<file path="src/rtl/dsw_scan_ctl.sv">
// DIP-switch chain scanner: loads the PISO chain, shifts it out MSB first,
// debounces consecutive scans and tracks configuration readiness.
module dsw_scan_ctl #(
  parameter int unsigned NBITS        = 8,
  parameter int unsigned SCAN_PERIOD  = 250000,
  parameter int unsigned HALF_BIT     = 1,
  parameter int unsigned STABLE_SCANS = 2,
  parameter int unsigned READY_SCANS  = 16
) (
  input  logic             clk,
  input  logic             rstn,
  input  logic             c_done,
  input  logic             scan_req,
  input  logic             dsw_dat,
  output logic             dsw_sht,
  output logic             dsw_clk,
  output logic [NBITS-1:0] dsw_on,
  output logic             dsw_tp,
  output logic             dsw_chg,
  output logic             scan_busy,
  output logic             cfg_ready
);

  localparam int unsigned PW = $clog2(SCAN_PERIOD);
  localparam int unsigned HW = $clog2(2 * HALF_BIT);
  localparam int unsigned BW = $clog2(NBITS + 1);
  localparam int unsigned SW = $clog2(STABLE_SCANS + 1);
  localparam int unsigned RW = $clog2(READY_SCANS + 1);

  localparam logic [PW-1:0] PerLast  = PW'(SCAN_PERIOD - 1);
  localparam logic [HW-1:0] LoadLast = HW'(2 * HALF_BIT - 1);
  localparam logic [HW-1:0] HalfLast = HW'(HALF_BIT - 1);
  localparam logic [BW-1:0] BitsLast = BW'(NBITS - 1);
  localparam logic [SW-1:0] StabMax  = SW'(STABLE_SCANS);
  localparam logic [RW-1:0] RdyMax   = RW'(READY_SCANS);

  typedef enum logic [2:0] {StIdle, StLoad, StShiftLo, StShiftHi, StDone} state_e;

  state_e           state_q, state_d;
  logic [PW-1:0]    per_q;
  logic [HW-1:0]    ph_q;
  logic [BW-1:0]    bit_q;
  logic [NBITS-1:0] cap_q;
  logic [NBITS-1:0] cand_q;
  logic [SW-1:0]    stab_q, stab_d;
  logic [RW-1:0]    rdy_q;
  logic [NBITS-1:0] on_q;
  logic             sht_q, sclk_q, busy_q, tp_q, chg_q;
  logic             req_start, sample, publish, din_n;

  // Switches pull the line low when on, so the captured bit is the inverse.
  assign din_n = ~dsw_dat;

  // Next-state decode; a request restarts the period counter, periodic start otherwise.
  always_comb begin
    state_d   = state_q;
    req_start = 1'b0;
    sample    = 1'b0;
    unique case (state_q)
      StIdle: begin
        if (scan_req) begin
          state_d   = StLoad;
          req_start = 1'b1;
        end else if (per_q == PerLast) begin
          state_d = StLoad;
        end
      end
      StLoad: begin
        if (ph_q == LoadLast) state_d = StShiftLo;
      end
      StShiftLo: begin
        if (ph_q == HalfLast) begin
          sample  = 1'b1;
          state_d = (bit_q == BitsLast) ? StDone : StShiftHi;
        end
      end
      StShiftHi: begin
        if (ph_q == HalfLast) state_d = StShiftLo;
      end
      StDone:  state_d = StIdle;
      default: state_d = StIdle;
    endcase
  end

  // Debounce: saturating count of identical consecutive scans.
  always_comb begin
    stab_d = SW'(1);
    if (cap_q == cand_q) stab_d = (stab_q >= StabMax) ? StabMax : stab_q + 1'b1;
  end

  assign publish = (stab_d == StabMax) && (cap_q != on_q);

  // State, timing counters and shift capture.
  always_ff @(posedge clk or negedge rstn) begin
    if (!rstn) begin
      state_q <= StIdle;
      per_q   <= '0;
      ph_q    <= '0;
      bit_q   <= '0;
      cap_q   <= '0;
    end else begin
      state_q <= state_d;
      if (req_start || per_q == PerLast) per_q <= '0;
      else                               per_q <= per_q + 1'b1;
      if (state_d != state_q || state_q == StIdle) ph_q <= '0;
      else                                         ph_q <= ph_q + 1'b1;
      if (state_q == StIdle) bit_q <= '0;
      else if (sample)       bit_q <= bit_q + 1'b1;
      // Shifting left lands the first sample in the MSB after NBITS samples.
      if (sample) cap_q <= (cap_q << 1) | NBITS'(din_n);
    end
  end

  // Pin outputs registered from the next state so they track the state exactly.
  always_ff @(posedge clk or negedge rstn) begin
    if (!rstn) begin
      sht_q  <= 1'b1;
      sclk_q <= 1'b0;
      busy_q <= 1'b0;
    end else begin
      sht_q  <= (state_d != StLoad);
      sclk_q <= (state_d == StShiftHi);
      busy_q <= (state_d != StIdle);
    end
  end

  // Scan completion: debounce update, strobes and readiness count.
  always_ff @(posedge clk or negedge rstn) begin
    if (!rstn) begin
      cand_q <= '0;
      stab_q <= '0;
      on_q   <= '0;
      tp_q   <= 1'b0;
      chg_q  <= 1'b0;
      rdy_q  <= '0;
    end else begin
      tp_q  <= (state_q == StDone);
      chg_q <= (state_q == StDone) && publish;
      if (state_q == StDone) begin
        cand_q <= cap_q;
        stab_q <= stab_d;
        if (publish) on_q <= cap_q;
      end
      if (!c_done)                                    rdy_q <= '0;
      else if (state_q == StDone && rdy_q != RdyMax) rdy_q <= rdy_q + 1'b1;
    end
  end

  assign dsw_sht   = sht_q;
  assign dsw_clk   = sclk_q;
  assign scan_busy = busy_q;
  assign dsw_on    = on_q;
  assign dsw_tp    = tp_q;
  assign dsw_chg   = chg_q;
  assign cfg_ready = c_done && (rdy_q == RdyMax);

endmodule

</file>
<file path="config.mk">
export PLATFORM = sky130hd
export DESIGN_NAME = dsw_scan_ctl
export DESIGN_NICKNAME = d
export VERILOG_FILES = /design/src/rtl/dsw_scan_ctl.sv
export SDC_FILE = /design/constraint.sdc
export NUM_CORES = 1
export LEC_CHECK = 0
export BUFFER_PORTS_ARGS = -buffer_cell sky130_fd_sc_hd__buf_2
export CAP_MARGIN = 15
export CORE_MARGIN = 2
export CORE_UTILIZATION = 30
export DETAILED_ROUTE_END_ITERATION = 7
export RECOVER_POWER = 25
export SYNTH_ARGS = -nofsm -noshare
export SYNTH_HDL_FRONTEND = slang
export SYNTH_SLANG_ARGS = --single-unit
</file>
<file path="constraint.sdc">
create_clock -name clk -period 2.8 [get_ports clk]
set_clock_uncertainty 0.1 [all_clocks]
set_input_delay 0.56 -clock clk [delete_from_list [all_inputs] [get_ports clk]]
set_output_delay 0.56 -clock clk [all_outputs]
set_load 0.01 [all_outputs]
</file>
==> qor.csv, run 1 <==
stage,metric,value,unit
logic_synthesis,Post-synth EDFFs,0,
routing,via count,1909,
sta,fmax,424,MHz
clock_tree,CTS buffer count,9,
outcome,status,"complete, no violations",
place,HPWL after DPL,3460,um
clock_tree,setup repair bufs after CTS,0,
routing,wire per inst,11.6,um
logic_synthesis,Area contributors post-synth,"dfrtp_1 (53%), xor2_1 (6.1%), mux2_2 (5.9%), xnor2_1 (5.5%), nand2_1 (4.8%)",
sta,Hold Slack,290,ps
floorplanning,die width,102,um
routing,Starting DRT DRC Count,118,
logic_synthesis,yosys warns,0,
logic_synthesis,syn_nets,279,
place,pre-CTS setup slack,428,ps
clock_tree,Root Buffer,clkbuf_8,
power_and_ir_drop,cell area power density,884,mW/mm^2
floorplanning,row count,35,
clock_tree,post-CTS sizing,0,
logic_synthesis,synthesized area,0.00287,mm^2
sta,Slew Limit Fails,0,
logic_synthesis,Unique masters post-synth,36,
power_and_ir_drop,maximum vdd drop,351,uV
clock_tree,H-tree depth,3,
logic_synthesis,"Seq/Total Area, Yosys",54.2,%
worst_setup_path,WP data arrival,1700,ps
global_routing,vias in the first global route,1928,
sta,post-route setup slack,444,ps
logic_synthesis,Synth Instances,270,
logic_synthesis,post-synth top area share,53.3,%
power_and_ir_drop,Lkg Pwr,1.49,nW
clock_tree,TritonCTS clock tree,built,
routing,Avg Vias per Cell,4.46,
floorplanning,die outline height,102,um
routing,DRT Pass-1 Iters,4,
sta,Max-slew headroom,21.9,%
logic_synthesis,"flops & latches, synth",62,
sta,minimum clock period after layout,2360,ps
place,RD Place Congestion,0.824,
cells_and_area,share of layout cells above drive strength 1,19.1,%
place,Port Buf Inserts,18,
worst_setup_path,critical path class,flop to primary output,
logic_synthesis,Avg Synthesized Cell Area,10.6,um^2
floorplanning,die area,0.0103,mm^2
cells_and_area,Antenna Diode Count,0,
sta,endpoints failing setup,0,
sta,final period utilization,84.2,%
cells_and_area,Area Overhead vs Synth,15.4,%
global_routing,antenna violations before repair,0,
floorplanning,Core Footprint,0.00924,mm^2
floorplanning,Initial Util,31.0,%
clock_tree,CTS Buffer Depth,2,
clock_tree,worst skew pair latency,340,ps
worst_setup_path,Setup crit end kind,primary output,
worst_setup_path,startpoint types,flop,
global_routing,global-route wire length before repair,8980,um
routing,routed wire length,4960,um
cells_and_area,layout filler cell count,937,
worst_hold_path,HP Class,input pin to flop,
floorplanning,num ports,19,
clock_tree,CTS sink cnt,62,
sta,RSZ-0062 raised after global routing,false,
global_routing,total gr overflow,0,
logic_synthesis,ys async rst share,100,%
worst_setup_path,Crit path required time,2140,ps
logic_synthesis,top_reg_cell synth,dfrtp_1,
cells_and_area,fin nets,303,
routing,Final ANT Viol Nets,0,
sta,final hold violations,0,
logic_synthesis,leading area contributor after synthesis,dfrtp_1,
routing,DRC,0,
sta,worst slew pin tran,1170,ps
worst_setup_path,CP Max Fanout,3,
clock_tree,cts hold-fix bufs,0,
job,max_cap viols,0,
global_routing,gr usage total,11.1,%
global_routing,pin count of the biggest net entering global routing,42,
clock_tree,"Reg clk slew, reported paths",70,ps
sta,Final TNS setup,0,ps
==> Yosys cell counts (2+ instances only) <==
library cell  count
clkbuf_1          6
nand3_1           9
xor2_1           20
inv_1             6
nor3_1            5
a21oi_1           4
and2_1            5
ha_1              4
dfrtp_1          61
mux2_2           15
nor4_1            6
nor2b_1           3
nor2_1           35
buf_2             2
nand4_1          11
xnor2_1          18
o21ai_0           4
nand2b_1          2
nand2_1          37
==> per-layer routing <==
layer / track usage (%) / routed length, um / vias up
li1: - / - / 960
met1: 14.4 / 2320 / 925
met2: 17.0 / 2390 / 19
met3: 4.07 / 199 / 5
met4: 3.74 / 51 / 0
met5: 0 / 0 / -
==> critical path, cell delays in order, from the launching register on <==
cell      delay (ps)
dfrtp_1          400
inv_1             90
ha_1             140
nor4bb_1         410
and2_1           190
buf_2            120
==> cell families (layout without fill, tap and decap cells) <==
kind of cell | count (synthesis) | in the layout | share of synthesized area [%]
and+or+nand+nor | 122 | 122 | 21.2
DFF | 62 | 62 | 54.2
xor gates and xnor gates | 38 | 38 | 11.6
muxes | 16 | 16 | 6.24
AOI/OAI and AO/OA | 14 | 14 | 3.06
buffers and inverters | 14 | 43 | 1.92
adders and majority gates | 4 | 4 | 1.75
==> sequential cells by signal, summed over array words and instances (netlist names) <==
register and count:
bit_q 4, ph_q 1, scan_busy 1, per_q 18
rdy_q 5, state_q 3, dsw_clk 1, dsw_sht 1
dsw_tp 1, stab_q 2, cap_q 8, cand_q 8
dsw_on 8, dsw_chg 1
==> where the power goes <==
part / internal [mW] / switching (mW)
Clock: 0.411 / 0.362
Sequential: 1.11 / 0.260
Combinational: 0.388 / 0.393
Total: 1.91 / 1.01
==> cell type report <==
class | instances | area, um^2 | area share (%)
clock inverters | 7 | 75.1 | 2.27
clock buffers | 9 | 124 | 3.75
well taps | 129 | 161 | 4.88
inverters | 6 | 22.5 | 0.681
repair buffers | 21 | 109 | 3.29
flip-flops and latches | 62 | 1550 | 47.0
multi-input cells | 194 | 1260 | 38.2
==> worst paths after layout <==
path | to | slack (ps) | startpoint | cells after the start
max | cfg_ready | 440 | rdy_q[0] | 5
min | cap_q[0] | 290 | dsw_dat | 2
max reg2reg | dsw_on[3] | 460 | state_q[0] | 5
min reg2reg | stab_q[1] | 390 | stab_q[1] | 2
max in group asynchronous | rdy_q[0] | 680 | rstn | 2
min in group asynchronous | per_q[7] | 340 | rstn | 1
==> cells in the final DEF (no fill, tap or decap), types with 3 or more instances in the layout <==
cell type	netlist	layout
dfrtp_1	61	61
nand2_1	37	37
nor2_1	35	35
xor2_1	20	20
xnor2_1	18	18
buf_2	2	17
mux2_2	15	15
nand4_1	11	11
nand3_1	9	9
clkbuf_8	0	9
nor4_1	6	6
inv_1	6	6
and2_1	5	5
nor3_1	5	4
o21ai_0	4	4
a21oi_1	4	4
ha_1	4	4
nor2b_1	3	3
clkinvlp_4	0	3
==> metrics by stage <==
step	util, %	cells	total power [mW]	area, um^2
3_3_place_gp	33.8	412	2.16	3120
6_report	35.8	428	2.92	3310
5_1_grt	35.8	428	3.15	3310
2_1_floorplan	-	270	1.96	2870
4_1_cts	36.0	428	2.98	3320
3_5_place_dp	33.8	412	2.18	3120
Note: power is estimated with default switching activity, not from simulation.
==> inputs of run 2 (changes only) <==
==> constraint.sdc (replaced) <==
create_clock -name clk -period 2 [get_ports clk]
set_clock_uncertainty 0.1 [all_clocks]
set_input_delay 0.4 -clock clk [delete_from_list [all_inputs] [get_ports clk]]
set_output_delay 0.4 -clock clk [all_outputs]
set_load 0.01 [all_outputs]
==> qor.csv, run 2 (same netlist as run 1, synthesis figures left out) <==
stage,metric,value,unit
outcome,status,"complete, no violations",
sta,final period utilization,97.1,%
place,HPWL after DPL,3560,um
cells_and_area,"most common cell after layout, fill and taps aside",dfrtp_1,
cells_and_area,utilization after layout,38.3,%
sta,endpoints failing setup,0,
worst_setup_path,CP Max Fanout,2,
global_routing,total gr overflow,0,
worst_setup_path,startpoint types,flop,
cells_and_area,max reg flops,18,
cells_and_area,share of layout cells above drive strength 1,25.2,%
power_and_ir_drop,maximum vdd drop,428,uV
floorplanning,die area,0.0103,mm^2
clock_tree,H-tree depth,3,
routing,DRC,0,
place,RD Place Congestion,0.758,
global_routing,gr usage total,11.7,%
floorplanning,row count,35,
power_and_ir_drop,Lkg Pwr,1.62,nW
sta,final hold violations,0,
cells_and_area,Reg with most FFs,per_q,
sta,minimum clock period after layout,1940,ps
sta,Slew Limit Fails,0,
power_and_ir_drop,total chip power,4.46,mW
cells_and_area,Area Overhead vs Synth,23.7,%
worst_setup_path,Slowest Stage Delay on Critical Path,390,ps
cells_and_area,fin nets,322,
cells_and_area,most frequent cells in the layout,"dfrtp_1 (61), nand2_1 (37), nor2_1 (35), xor2_1 (20)",
global_routing,pin count of the biggest net entering global routing,63,
floorplanning,die outline height,102,um
routing,Avg Vias per Cell,4.47,
cells_and_area,final cell count without fillers,447,
sta,RSZ-0062 raised after global routing,true,
routing,wire per inst,11.9,um
worst_setup_path,worst path cell trace,inv_2 > ha_4 > nor4bb_4 > and2_1 > buf_2,
floorplanning,num ports,19,
clock_tree,CTS buffer count,9,
clock_tree,CTS Buffer Depth,2,
clock_tree,TritonCTS clock tree,built,
cells_and_area,Antenna Diode Count,0,
floorplanning,die width,102,um
clock_tree,worst skew pair latency,350,ps
power_and_ir_drop,cell area power density,1260,mW/mm^2
routing,Starting DRT DRC Count,69,
global_routing,antenna violations before repair,0,
floorplanning,Initial Util,31.0,%
worst_setup_path,critical path class,flop to primary output,
worst_setup_path,WP data arrival,1440,ps
sta,Max-slew headroom,44.2,%
routing,routed wire length,5310,um
clock_tree,Root Buffer,clkbuf_8,
floorplanning,Core Footprint,0.00924,mm^2
place,placed insts,424,
sta,fmax,515,MHz
routing,via count,1999,
routing,Final ANT Viol Nets,0,
clock_tree,CTS sink cnt,62,
global_routing,vias in the first global route,2098,
place,Port Buf Inserts,18,
worst_hold_path,HP Class,input pin to flop,
worst_setup_path,Crit path required time,1500,ps
sta,worst slew pin tran,836,ps
worst_setup_path,slowest CP cell,dfrtp_1,
clock_tree,"Reg clk slew, reported paths",70,ps
job,max_cap viols,0,
global_routing,global-route wire length before repair,9590,um
routing,DRT Pass-1 Iters,4,
worst_setup_path,Setup crit end kind,primary output,
[run 2: cell types whose count changed in the layout (fill, tap and decap cells not counted), moves of 2 or more]
cell        before  now
clkinv_2         1    3
clkinv_4         2    0
clkinvlp_4       3    1
bufinv_16        1    3
buf_4            2   18
[run 2: final timing paths]
path / from / end / slack (ps) / cells past startpoint
min: dsw_dat / cap_q[0] / 140 / 2
min in group asynchronous: rstn / per_q[15] / 680 / 3
max in group asynchronous: rstn / ph_q / 560 / 3
min reg2reg: stab_q[1] / stab_q[1] / 380 / 2
max reg2reg: state_q[0] / dsw_on[5] / 100 / 6
max: rdy_q[0] / cfg_ready / 60 / 5
[run 2: where the power goes]
group / switching (mW) / internal, mW / leakage [nW]
clock network: 0.510 / 0.821 / 0.119
logic: 0.667 / 0.634 / 0.717
registers: 0.271 / 1.56 / 0.787
[run 2: stage by stage]
step	hold WS, ps	instance area, um^2	TNS, ps	worst slack [ps]
3_5_place_dp	337	3230	0	39.4
6_report	137	3540	0	57.4
5_1_grt	137	3540	-12.8	-10.0
2_1_floorplan	4.41	2870	0	38.1
4_1_cts	130	3500	0	4.20
3_3_place_gp	333	3230	0	77.3
[run 2: timing repair]
action,4_1_cts,5_1_grt
pin swaps,1,1
endpoints found under the setup margin,1,9
buffers inserted,2,4
resized for setup,3,4
hold buffers,1,0
endpoints found under the hold margin,61,0
[run 2: area by class of cell]
class | count | area, um^2
fillers | 907 | 5700
flip-flops and latches | 62 | 1550
multi-input cells | 194 | 1300
repair buffers | 40 | 274
well taps | 129 | 161
clock buffers | 9 | 124
clock inverters | 7 | 113
inverters | 6 | 22.5
[run 2: per-layer routing]
layer	share of wire [%]	GRT usage [%]	wire length, um	vias up
met3	2.9	2.90	153	12
met5	0	0	0	-
met1	47	14.5	2490	969
met2	48	19.1	2530	24
met4	2.4	5.93	129	0
li1	-	-	-	994
[run 2: worst max-delay path, delay by kind of cell (launching register included)]
| kind | cells | cell delay, ps |
|---|---|---|
| flip-flops | 1 | 390 |
| AND/OR/NAND/NOR | 2 | 380 |
| buffers and inverters | 2 | 210 |
| adder cells (fa/ha/maj) | 1 | 120 |
